[config.mk]
export PLATFORM = sky130hd
export DESIGN_NAME = selector_arb
export DESIGN_NICKNAME = d
export VERILOG_FILES = /design/src/rtl/selector_arb.sv
export SDC_FILE = /design/constraint.sdc
export NUM_CORES = 1
export LEC_CHECK = 0
export ABC_CLOCK_PERIOD_IN_PS = 2900
export CAP_MARGIN = 20
export CORE_MARGIN = 3
export CORE_UTILIZATION = 37
export CTS_CLUSTER_SIZE = 8
export DETAILED_ROUTE_END_ITERATION = 12
export PLACE_DENSITY_LB_ADDON = 0.05
export SLEW_MARGIN = 20
export SYNTH_ARGS = -nofsm -noshare
export SYNTH_HDL_FRONTEND = slang
export SYNTH_SLANG_ARGS = --single-unit
[constraint.sdc]
create_clock -name clk_i -period 2.9 [get_ports clk_i]
set_input_delay 0.725 -clock clk_i [delete_from_list [all_inputs] [get_ports clk_i]]
set_output_delay 0.725 -clock clk_i [all_outputs]
set_load 0.01 [all_outputs]
[src/rtl/selector_arb.sv]
// Selects one of N valid/ready input channels (fixed SEL or round-robin) into a
// single registered output slot that drains and reloads in the same cycle.
module selector_arb #(
  parameter int N = 4,
  parameter int W = 8
) (
  input  logic                   clk_i,
  input  logic                   rst_i,
  input  logic                   mode_i,
  input  logic [$clog2(N)-1:0]   sel_i,
  input  logic [N*W-1:0]         in_data_i,
  input  logic [N-1:0]           in_valid_i,
  output logic [N-1:0]           in_ready_o,
  output logic [W-1:0]           out_data_o,
  output logic [$clog2(N)-1:0]   out_ch_o,
  output logic                   out_valid_o,
  input  logic                   out_ready_i
);
  localparam int CW = $clog2(N);

  logic [W-1:0]  data_q,  data_d;
  logic [CW-1:0] ch_q,    ch_d;
  logic          valid_q, valid_d;
  logic [CW-1:0] ptr_q,   ptr_d;

  logic          load;
  logic          gnt_vld;
  logic [CW-1:0] gnt_idx;
  logic          xfer;

  assign load = !valid_q || out_ready_i;

  // Round-robin search starts just after the last granted channel and ends on it.
  always_comb begin
    gnt_vld = 1'b0;
    gnt_idx = '0;
    if (!mode_i) begin
      if (int'(sel_i) < N && in_valid_i[sel_i]) begin
        gnt_vld = 1'b1;
        gnt_idx = sel_i;
      end
    end else begin
      for (int k = 1; k <= N; k++) begin
        if (!gnt_vld && in_valid_i[(int'(ptr_q) + k) % N]) begin
          gnt_vld = 1'b1;
          gnt_idx = CW'((int'(ptr_q) + k) % N);
        end
      end
    end
  end

  assign xfer = load && !rst_i && gnt_vld;

  for (genvar i = 0; i < N; i++) begin : g_rdy
    assign in_ready_o[i] = xfer && (gnt_idx == CW'(i));
  end

  always_comb begin
    data_d  = data_q;
    ch_d    = ch_q;
    valid_d = valid_q;
    ptr_d   = ptr_q;
    if (xfer) begin
      data_d  = in_data_i[int'(gnt_idx)*W +: W];
      ch_d    = gnt_idx;
      valid_d = 1'b1;
      ptr_d   = gnt_idx;
    end else if (load) begin
      valid_d = 1'b0;
    end
  end

  always_ff @(posedge clk_i) begin
    if (rst_i) begin
      data_q  <= '0;
      ch_q    <= '0;
      valid_q <= 1'b0;
      ptr_q   <= CW'(N-1);
    end else begin
      data_q  <= data_d;
      ch_q    <= ch_d;
      valid_q <= valid_d;
      ptr_q   <= ptr_d;
    end
  end

  assign out_data_o  = data_q;
  assign out_ch_o    = ch_q;
  assign out_valid_o = valid_q;
endmodule

==> results.md <==
* Placed insts at 190
* GRT Total Usage at 21.00%
* Most frequent CP cell: buf_4
* Gpl congestion at 0.7333
* Post-synthesis xor/xnor area fraction at 0%
* Status: finished, final reports clean
* Hold path depth at 2
* Filler instances at 191
* P_leak at 0.0007509 µW
* Max Fanout on Critical Path at 5
* Reg-to-Reg Start: ptr_q[0]$_SDFFE_PP1P_
* Clock Sinks at 13
* Die Wd at 56.80 µm
* Crit end category: primary output
* DIE AREA at 3226 µm²
* Synth-to-layout area growth at 76.28%
* Worst r2r path cells at 7
* WHS Endpoint: out_data_o[6]$_SDFFE_PP0P_
* Post-synth top area share at 27.26%
* Synth Area in Compound Gates at 26.87%
* Simple-gate share of the synthesized area at 18.09%
* Synth top area cells: dfxtp_1 27%, mux2i_1 18%, o221ai_2 11%, nand2_1 5.1%, buf_6 3.5%
* Slowest stage cell, crit path: o41a_1
* Via density at 5.330
* Gr ovfl total at 0
* First-pass GRT wire length at 5264 µm
* Final Hold Vio Count at 0
* CP max stage delay at 0.48 ns
* DR vias at 1066
* Routed WL at 3120 µm
* Core area at 2318 µm²
* Number of global-route vias before repair at 1173
* Worst path required time at 2.17 ns
* Slew headroom at 80.37%
* Final HPWL DP at 2300 µm
* Finished Layout Cells at 200
* Hold buffer count at CTS at 0
* Worst setup SP type: input pin
* Hold_sp: out_data_o[6]$_SDFFE_PP0P_
* CTS tree: built
* CTS HTree Levels at 1
* Synth Area in Adders at 0%
* Die height at 56.80 µm
* Starting Density at 41.18%
* Clk_lat worst skew at 0.29 ns
* Drt drc at 0
* Clk root buf: clkbuf_4
* Synthesized Nets at 138
* Multi-input gate area at 670.6 µm²
* Post-layout minimum cycle time at 2.869 ns
* Synth Register Bits at 13
* Reg-to-reg slack, setup at 0.90 ns
* I/O pin cnt at 57
* Post-synthesis cell type count at 30
* Largest net degree at the start of global routing at 14
* Sw frac at 33.55%
* Data arrival time of the worst path at 2.14 ns
* WHS at 0.4784 ns
* Initial DRC count at 19
* Combinational share of power at 48.6%
* Layout net count at 215
* WL/cell at 15.60 µm
* Power Internal at 445.8 µW
* Antenna cells at 0
* PwrDens at 398.7 nW/µm²
* Synth Instances at 96
* Crit path cell chain: buf_4 > o41a_1 > buf_4 > buf_4 > a22oi_4 > and3_4 > buf_2
* Fmax achieved at 348.5 MHz
* DRT Pass-1 Iters at 4
* Top cell type by total area after synthesis: dfxtp_1
* Worst Skew at 0.004361 ns
* Main combinational cell family by area after synthesis: compound AO/OA/AOI/OAI gates
* Share of cells above drive strength 1 at 31.40%
* DRT antenna net count at 0
* P_sw at 225.1 µW
* Worst-path clk slew at 0.09 ns
* Max IR drop VDD at 255.3 µV
* Post-synthesis cell area at 954.7 µm²
* Fin util at 72.59%
* Critical path class: input pin to primary output
* Count of final setup violators at 0
* Post-synthesis mux area share at 20.58%
* Antenna violations before repair at 0
* Worst reg2reg path endpoint: out_data_o[0]$_SDFFE_PP0P_
* Clock power frac at 18.2%
* Worst slew pin tran at 0.2944 ns
* Final period util at 98.95%
* Final Max Tran Viols at 0
* Sequential power share at 33.2%
* Clock buffer depth at 2
* Storage cell area at 260.3 µm²
* Port bufs at 56
* Hold WC Path Type: flop to flop
* Worst setup margin at 0.03055 ns
* Pre-CTS setup slack at -0.6737 ns
* Standard-cell row count at 17
* TritonCTS Buffers at 3
* Post-synthesis sequential area ratio at 27.26%
* Warnings from Yosys at 0
* MaxCap Viol Count at 0
* Avg Inst Size Synth at 9.944 µm²
==> cell families (layout without fill, tap and decap cells) <==
group	Yosys count	after routing
simple gates	33	33
compound gates	23	23
mux	19	19
buf+inv	8	84
flops	13	13
==> routing by layer <==
layer  GRT usage (%)  wire (µm)  share of wire [%]
met1           22.74       1188                 38
met2           37.13       1639                 53
met5               0          0                  0
met3           5.747        212                6.8
met4           10.26         80                2.6
==> placed cells by master (no fill, tap or decap), types with 2 or more instances in the layout <==
| cell | instances |
|---|---|
| nand2_1 | 13 |
| buf_4 | 20 |
| a221oi_2 | 2 |
| o22ai_1 | 2 |
| buf_6 | 2 |
| clkdlybuf4s50_1 | 45 |
| mux2i_1 | 17 |
| o221ai_1 | 2 |
| a22oi_1 | 2 |
| nor2_1 | 7 |
| o221ai_2 | 7 |
| buf_2 | 7 |
| dlygate4sd2_1 | 2 |
| clkbuf_4 | 3 |
| nand2b_1 | 3 |
| dfxtp_1 | 13 |
| inv_1 | 4 |
==> sequential cells by signal (all words and copies together) (netlist names) <==
name / count
out_ch_o: 2
out_data_o: 8
out_valid_o: 1
ptr_q: 2
==> what timing repair did <==
action	4_1_cts	5_1_grt
setup buffers	6	0
setup endpoints to repair	4	3
endpoints found under the hold margin	0	0
pin swaps	5	2
gates resized for setup	45	6
==> synth_stat cells <==
cell and count:
nor2_4 1, a22o_1 1, inv_1 4, nor3_1 1, a21oi_1 1, nand2b_1 3
dfxtp_1 13, nor2b_1 2, and3_1 1, nor2_1 8, o22ai_1 3, mux2_2 1
a221oi_1 2, nand2_2 1, o41a_1 1, mux2i_1 17, a21boi_2 1, nand2_1 13
a22oi_1 2, buf_6 3, mux2_4 1, nor3b_4 1, a32o_1 1, o221ai_2 7
o221ai_1 2, buf_12 1, a22oi_4 1, nand2b_2 1, and2_1 1, a221oi_2 1
==> power groups by stage <==
stage	Clock [µW]	Combinational (µW)	Sequential, µW
global placement	0	298	225
floorplan	0	154	235
detailed placement	0	306	226
global route	132	352	227
finish	122	326	223
CTS	123	323	223
==> per-stage QoR <==
stage	setup TNS, ns	area (µm²)	total power [µW]
finish	0	1683	670.9
global route	-0.0002045	1683	711.4
CTS	0	1675	668.5
detailed placement	-2.668	1602	531.7
global placement	-2.474	1602	522.8
floorplan	0	954.7	388.3
==> how the worst max path moves through the flow <==
stage	end	start	slack (ns)	cells past startpoint
after global placement	in_ready_o[0]	sel_i[0]	-0.63	7
after detailed placement	in_ready_o[1]	sel_i[0]	-0.67	7
after CTS	in_ready_o[2]	in_valid_i[3]	0.01	7
after floorplan	in_ready_o[0]	in_valid_i[1]	0.16	7
after global routing	in_ready_o[0]	in_valid_i[2]	-0.0002	8
final	in_ready_o[2]	in_valid_i[2]	0.03	7
==> worst max-delay path, delay by kind of cell <==
kind,cells,cell delay [ns]
compound gates,2,0.65
simple gates,1,0.22
buf+inv,4,0.54
==> cell type report <==
class / count / area share (%)
repair buffers: 76 / 40.15
clock buffers: 4 / 1.561
well taps: 28 / 2.082
multi-input cells: 75 / 39.85
inverters: 4 / 0.8922
flip-flops and latches: 13 / 15.46
No activity file was read; power rests on OpenSTA's default activity.
